## src/rtl/mux_pkg.sv

```systemverilog
// Shared constants and helpers for the scanning registered multiplexer.
package mux_pkg;

    localparam logic MODE_MANUAL = 1'b0;
    localparam logic MODE_AUTO   = 1'b1;
    localparam logic G_ON        = 1'b0;

    function automatic int clog2(input int value);
        int r;
        r = 0;
        while ((1 << r) < value) r++;
        return r;
    endfunction

endpackage

```

## src/rtl/mux_scan_if.sv

```systemverilog
// Channel data, select and output bundle between sample sources and mux_scan.
interface mux_scan_if import mux_pkg::*; #(
    parameter int N = 4,
    parameter int W = 1,
    localparam int SW = clog2(N)
);
    // No backpressure: G low qualifies every rising edge as a transfer, and
    // VALID marks the cycles where Y carries a real channel sample.
    logic          G;
    logic          MODE;
    logic [SW-1:0] C;
    logic [N*W-1:0] X;
    logic [W-1:0]  Y;
    logic [SW-1:0] CH;
    logic          VALID;
    logic          WRAP;

    modport master (output G, MODE, C, X, input Y, CH, VALID, WRAP);
    modport slave  (input G, MODE, C, X, output Y, CH, VALID, WRAP);

endinterface

```

## src/rtl/mux_scan_ctr.sv

```systemverilog
// Scan pointer and dwell counter; wrap pulses with the last sample of channel N-1.
module mux_scan_ctr import mux_pkg::*; #(
    parameter int N = 4,
    parameter int DWELL = 1,
    localparam int SW = clog2(N)
) (
    input  logic          clk,
    input  logic          rst,
    input  logic          en,
    input  logic          load,
    input  logic [SW-1:0] load_val,
    output logic [SW-1:0] sp,
    output logic          wrap
);

    localparam int DCW = clog2(DWELL + 1);
    localparam logic [DCW-1:0] DC_LAST = DCW'(DWELL - 1);
    localparam logic [SW-1:0]  SP_LAST = SW'(N - 1);

    logic [SW-1:0]  sp_q, sp_d;
    logic [DCW-1:0] dc_q, dc_d;
    logic           wrap_q, wrap_d;

    always_comb begin
        sp_d   = sp_q;
        dc_d   = dc_q;
        wrap_d = 1'b0;
        if (load) begin
            // Out-of-range manual selects park the pointer on the last channel.
            sp_d = (load_val > SP_LAST) ? SP_LAST : load_val;
            dc_d = '0;
        end else if (en) begin
            if (dc_q == DC_LAST) begin
                dc_d = '0;
                if (sp_q == SP_LAST) begin
                    sp_d   = '0;
                    wrap_d = 1'b1;
                end else begin
                    sp_d = sp_q + 1'b1;
                end
            end else begin
                dc_d = dc_q + 1'b1;
            end
        end
    end

    always_ff @(posedge clk or posedge rst) begin
        if (rst) begin
            sp_q   <= '0;
            dc_q   <= '0;
            wrap_q <= 1'b0;
        end else begin
            sp_q   <= sp_d;
            dc_q   <= dc_d;
            wrap_q <= wrap_d;
        end
    end

    assign sp   = sp_q;
    assign wrap = wrap_q;

endmodule

```

## src/rtl/mux_scan.sv

```systemverilog
// N-channel registered mux with manual select or timed auto-scan.
module mux_scan import mux_pkg::*; #(
    parameter int N = 4,
    parameter int W = 1,
    parameter int DWELL = 1
) (
    input logic       CLK,
    input logic       RST,
    mux_scan_if.slave bus
);

    localparam int SW = clog2(N);

    logic          auto_en, load_en;
    logic [SW-1:0] sp;
    logic          ctr_wrap;
    logic [SW-1:0] sel;
    logic [W-1:0]  y_sel;
    logic          hit;

    logic [W-1:0]  y_q, y_d;
    logic [SW-1:0] ch_q, ch_d;
    logic          valid_q, valid_d;

    assign auto_en = (bus.G == G_ON) && (bus.MODE == MODE_AUTO);
    assign load_en = (bus.G == G_ON) && (bus.MODE == MODE_MANUAL);

    mux_scan_ctr #(.N(N), .DWELL(DWELL)) u_ctr (
        .clk      (CLK),
        .rst      (RST),
        .en       (auto_en),
        .load     (load_en),
        .load_val (bus.C),
        .sp       (sp),
        .wrap     (ctr_wrap)
    );

    always_comb begin
        sel     = auto_en ? sp : bus.C;
        y_sel   = '0;
        hit     = 1'b0;
        // A select past N-1 matches no channel and yields an invalid zero sample.
        for (int k = 0; k < N; k++) begin
            if (sel == SW'(k)) begin
                y_sel = bus.X[k*W +: W];
                hit   = 1'b1;
            end
        end
        y_d     = '0;
        ch_d    = ch_q;
        valid_d = 1'b0;
        if (bus.G == G_ON) begin
            ch_d = sel;
            if (hit) begin
                y_d     = y_sel;
                valid_d = 1'b1;
            end
        end
    end

    always_ff @(posedge CLK or posedge RST) begin
        if (RST) begin
            y_q     <= '0;
            ch_q    <= '0;
            valid_q <= 1'b0;
        end else begin
            y_q     <= y_d;
            ch_q    <= ch_d;
            valid_q <= valid_d;
        end
    end

    assign bus.Y     = y_q;
    assign bus.CH    = ch_q;
    assign bus.VALID = valid_q;
    assign bus.WRAP  = ctr_wrap;

endmodule

```

## src/flat_wrapper.sv

```systemverilog
// flat-port wrapper written by rule: the top's interface ports become plain ports
module mux_scan_flat import mux_pkg::*;
#(
    parameter int N = 4,
    parameter int W = 1,
    parameter int DWELL = 1
)
  (CLK, RST, bus_G, bus_MODE, bus_C, bus_X, bus_Y, bus_CH, bus_VALID, bus_WRAP);
  mux_scan_if #(.N(N), .W(W)) bus_i ();
  input logic CLK;
  input logic RST;
  input wire logic [$bits(bus_i.G)-1:0] bus_G;
  input wire logic [$bits(bus_i.MODE)-1:0] bus_MODE;
  input wire logic [$bits(bus_i.C)-1:0] bus_C;
  input wire logic [$bits(bus_i.X)-1:0] bus_X;
  output wire logic [$bits(bus_i.Y)-1:0] bus_Y;
  output wire logic [$bits(bus_i.CH)-1:0] bus_CH;
  output wire logic [$bits(bus_i.VALID)-1:0] bus_VALID;
  output wire logic [$bits(bus_i.WRAP)-1:0] bus_WRAP;
  assign bus_i.G = bus_G;
  assign bus_i.MODE = bus_MODE;
  assign bus_i.C = bus_C;
  assign bus_i.X = bus_X;
  assign bus_Y = bus_i.Y;
  assign bus_CH = bus_i.CH;
  assign bus_VALID = bus_i.VALID;
  assign bus_WRAP = bus_i.WRAP;
  mux_scan #(.N(N), .W(W), .DWELL(DWELL)) u_core (.CLK(CLK), .RST(RST), .bus(bus_i));
endmodule
```

## config.mk

```make
export PLATFORM = sky130hd
export DESIGN_NAME = mux_scan_flat
export DESIGN_NICKNAME = d
export VERILOG_FILES = /design/src/rtl/mux_pkg.sv /design/src/rtl/mux_scan_if.sv /design/src/rtl/mux_scan_ctr.sv /design/src/rtl/mux_scan.sv /design/src/flat_wrapper.sv
export SDC_FILE = /design/constraint.sdc
export NUM_CORES = 1
export LEC_CHECK = 0
export ABC_AREA = 1
export BUFFER_PORTS_ARGS = -buffer_cell sky130_fd_sc_hd__buf_2
export CORE_AREA = 2 2 39 41
export CTS_CLUSTER_SIZE = 40
export DETAILED_ROUTE_END_ITERATION = 12
export DIE_AREA = 0 0 41 43
export SYNTH_ARGS = -nofsm -noshare
export SYNTH_HDL_FRONTEND = slang
export SYNTH_HIERARCHICAL = 1
export SYNTH_SLANG_ARGS = --single-unit
```

## constraint.sdc

```tcl
create_clock -name CLK -period 1.1 [get_ports CLK]
set_input_delay 0.11 -clock CLK [delete_from_list [all_inputs] [get_ports CLK]]
set_output_delay 0.11 -clock CLK [all_outputs]
set_load 0.01 [all_outputs]
```

==> qor.json <==
{
  "worst_hold_path": {
    "min_to": "u_core/bus.VALID",
    "worst_hold_path_type": "in2reg",
    "min_path_cells": 2,
    "min-delay-start": "bus_G"
  },
  "route": {
    "post_detailed_route_via_to_cell_ratio": 4.58,
    "wire_per_inst_um": 9.96,
    "antenna_left": 0,
    "num_vias": 412,
    "totalWireLength_um": 896,
    "remaining_drc_errors": 0,
    "dr.pass1.iters": 5,
    "initial_drt_markers": 5
  },
  "sta": {
    "period_needed_ns": 1.02,
    "slew_violations": 0,
    "slew-limit-headroom_pct": 84.0,
    "setup_viol_count_final": 0,
    "finalCritPeriodShare_pct": 92.3,
    "hold_ws_ns": 0.132,
    "timing_hold_violations_final": 0,
    "rsz_0062_raised_after_global_routing": "no",
    "final.setup.tns_ns": 0,
    "tightest_slew_ns": 0.238,
    "fin_worst_skew_ns": 0.00415,
    "max_frequency_ghz": 0.985
  },
  "critical_path": {
    "path_class": "reg2reg",
    "r2r_slack_ns": 0.08,
    "end_kind": "flip-flop",
    "reg2reg_to": "u_core/u_ctr/sp[1]",
    "critical_path.reg2reg.startpoint": "u_core/u_ctr/sp[0]",
    "critical_path.max_fanout": 5,
    "cp.arrival_ns": 1.15,
    "worstPathRequired_ns": 1.23,
    "crit_path_start_kind": "flip-flop",
    "r2r.worst_path.cells": 3
  },
  "floorplan": {
    "initial_core_util_pct": 29.1,
    "dieWidth_um": 41,
    "fp.dieH_um": 43,
    "floorplan.die_area_mm2": 0.00176,
    "ioPinCount": 15,
    "floorplan.core_area_mm2": 0.00138,
    "row_count": 14
  },
  "grt": {
    "global_route.usage.met1_pct": 15.4,
    "grt_use_total_pct": 12.9,
    "use_met3_pct": 7.85,
    "grt_antenna_before_repair": 0,
    "globalRouteMet2Util_pct": 17.5,
    "grt.overflow.total": 0,
    "busiest_layer": "met2",
    "grt_pass1_wl_um": 1480,
    "number_of_global_route_vias_before_repair": 357,
    "grt_max_degree": 10
  },
  "placed_design": {
    "routabilityCongestion": 0.757,
    "port-buffer-count": 14,
    "place_hpwl_um": 699,
    "dpl_cell_area_um2": 493
  },
  "cts": {
    "clkTransAtPathRegs_ns": 0.05,
    "max-clock-path-buffers": 2,
    "postCtsSetupBuffers": 0,
    "clkLatencyLatePin_ns": 0.25,
    "tritoncts": "yes",
    "cts_root_buffer": "sky130_fd_sc_hd__clkbuf_4",
    "cts_h_tree_depth": 1,
    "cts.sinks": 7,
    "cts_made_buffers": 3
  },
  "logic_synthesis": {
    "synth.largest_area_cell": "sky130_fd_sc_hd__dfrtp_1",
    "syn_area_um2": 403,
    "syn_nets": 66,
    "synth_seq_area_share_pct": 43.5,
    "postSynthAreaPerCell_um2": 7.33,
    "ys_seq_elements": 7,
    "synth.area.top_cells": "sky130_fd_sc_hd__dfrtp_1, sky130_fd_sc_hd__nand2_1, sky130_fd_sc_hd__nand3_1",
    "synthDistinctLibCells": 12,
    "syn-instance-count": 55,
    "synth_top_area_share_pct": 43.5,
    "yosys_warnings": 6
  },
  "outcome": {
    "run_status": "finished clean"
  },
  "job": {
    "max_cap_violations": 0
  },
  "power": {
    "power-per-cell-area_mw_per_mm2": 1370,
    "ir_worst_vdd_mv": 0.674,
    "static-leakage-power_nw": 0.306
  },
  "final_layout": {
    "multi_input_logic_area_um2": 194,
    "final_area_um2": 529,
    "filler_cell_count": 169,
    "area.growth.synth_to_final_pct": 31.4,
    "seq_area_um2": 175,
    "antenna-diode-count": 0,
    "finish.net_count": 86,
    "layout-drive-gt1-share_pct": 27.0,
    "post-route-util_pct": 38.2
  }
}
==> layer usage <==
metal  up-vias  share of wire [%]  routed length (um)
met2        19                 45                 406
met3         2                 11                  99
met1       178                 42                 378
met4         0                1.3                  12
li1        213                  -                   -
met5         -                  0                   0
==> cells by family (layout without fill, tap and decap cells) <==
family                     count (synthesis)  count (layout)  share of synthesized area [%]
and+or+nand+nor                           36              36                           42.2
buffers and inverters                      9              28                           8.38
DFF                                        7               7                           43.5
AOI/OAI and AO/OA                          2               2                           2.79
adders and majority gates                  1               1                           3.11
==> where the power goes <==
| group | internal [mW] | switching, mW | total, mW |
|---|---|---|---|
| registers | 0.292 | 0.0271 | 0.319 |
| logic | 0.0757 | 0.0971 | 0.173 |
| clock network | 0.138 | 0.0952 | 0.234 |
==> placed cells by master (no fill, tap or decap) <==
| master | n |
|---|---|
| sky130_fd_sc_hd__nor2_1 | 10 |
| sky130_fd_sc_hd__buf_2 | 14 |
| sky130_fd_sc_hd__nand2_2 | 1 |
| sky130_fd_sc_hd__inv_2 | 1 |
| sky130_fd_sc_hd__nand3_1 | 8 |
| sky130_fd_sc_hd__nand2_4 | 1 |
| sky130_fd_sc_hd__dlygate4sd3_1 | 1 |
| sky130_fd_sc_hd__nand3b_1 | 4 |
| sky130_fd_sc_hd__o21ai_1 | 1 |
| sky130_fd_sc_hd__nand2_1 | 12 |
| sky130_fd_sc_hd__dfrtp_1 | 7 |
| sky130_fd_sc_hd__clkbuf_1 | 1 |
| sky130_fd_sc_hd__a31oi_1 | 1 |
| sky130_fd_sc_hd__clkbuf_4 | 3 |
| sky130_fd_sc_hd__ha_1 | 1 |
| sky130_fd_sc_hd__inv_1 | 8 |
==> cell usage after synthesis <==
library cell,n
sky130_fd_sc_hd__nand2_2,1
sky130_fd_sc_hd__inv_2,1
sky130_fd_sc_hd__a31oi_1,1
sky130_fd_sc_hd__o21ai_0,1
sky130_fd_sc_hd__inv_1,8
sky130_fd_sc_hd__dfrtp_1,7
sky130_fd_sc_hd__nand3_1,8
sky130_fd_sc_hd__nand2_4,1
sky130_fd_sc_hd__nor2_1,10
sky130_fd_sc_hd__ha_1,1
sky130_fd_sc_hd__nand2_1,12
sky130_fd_sc_hd__nand3b_1,4
==> cell type report <==
cell class	count	area share, %
Timing Repair Buffer	15	15.1
Clock buffer	4	4.96
Sequential cell	7	33.1
Tap cell	16	3.78
Inverter	9	6.38
Multi-Input combinational cell	39	36.6
==> through the flow <==
stage / worst slack, ns / total power [mW] / cells
after CTS: 0.0801 / 0.740 / 90
after global routing: 0.0408 / 0.790 / 90
after detailed placement: 0.104 / 0.491 / 85
final: 0.0848 / 0.726 / 90
after floorplan: 0.169 / 0.426 / 55
after global placement: 0.148 / 0.484 / 85
==> state kept, by name, summed over array words and instances (netlist names) <==
signal             count
u_core/bus.CH          2
u_core/bus.VALID       1
u_core/u_ctr/sp        2
u_core/u_ctr/wrap      1
u_core/bus.Y           1
==> timing repair <==
| action | CTS | global route |
|---|---|---|
| hold endpoints to repair | 7 | 0 |
| setup endpoints to repair | 0 | 1 |
| resized for setup | 0 | 1 |
| hold buffers | 1 | 0 |
==> critical path, cell delays in order (launching register included) <==
cell                      delay (ns)
sky130_fd_sc_hd__dfrtp_1        0.42
sky130_fd_sc_hd__ha_1           0.31
sky130_fd_sc_hd__nand3_1        0.08
sky130_fd_sc_hd__nand3_1        0.08
==> worst max-delay path by stage <==
| stage | from | slack (ns) | end | cells after the start |
|---|---|---|---|---|
| 2_1_floorplan | u_core/u_ctr/sp[0] | 0.17 | u_core/u_ctr/sp[1] | 3 |
| 3_3_place_gp | u_core/u_ctr/sp[0] | 0.15 | u_core/u_ctr/sp[1] | 3 |
| 3_5_place_dp | u_core/u_ctr/sp[0] | 0.10 | u_core/u_ctr/sp[1] | 3 |
| 4_1_cts | u_core/u_ctr/sp[0] | 0.08 | u_core/u_ctr/sp[0] | 4 |
| 5_1_grt | u_core/u_ctr/sp[0] | 0.04 | u_core/u_ctr/sp[1] | 3 |
| 6_report | u_core/u_ctr/sp[0] | 0.08 | u_core/u_ctr/sp[1] | 3 |
Power figures use the tool's default switching activity.
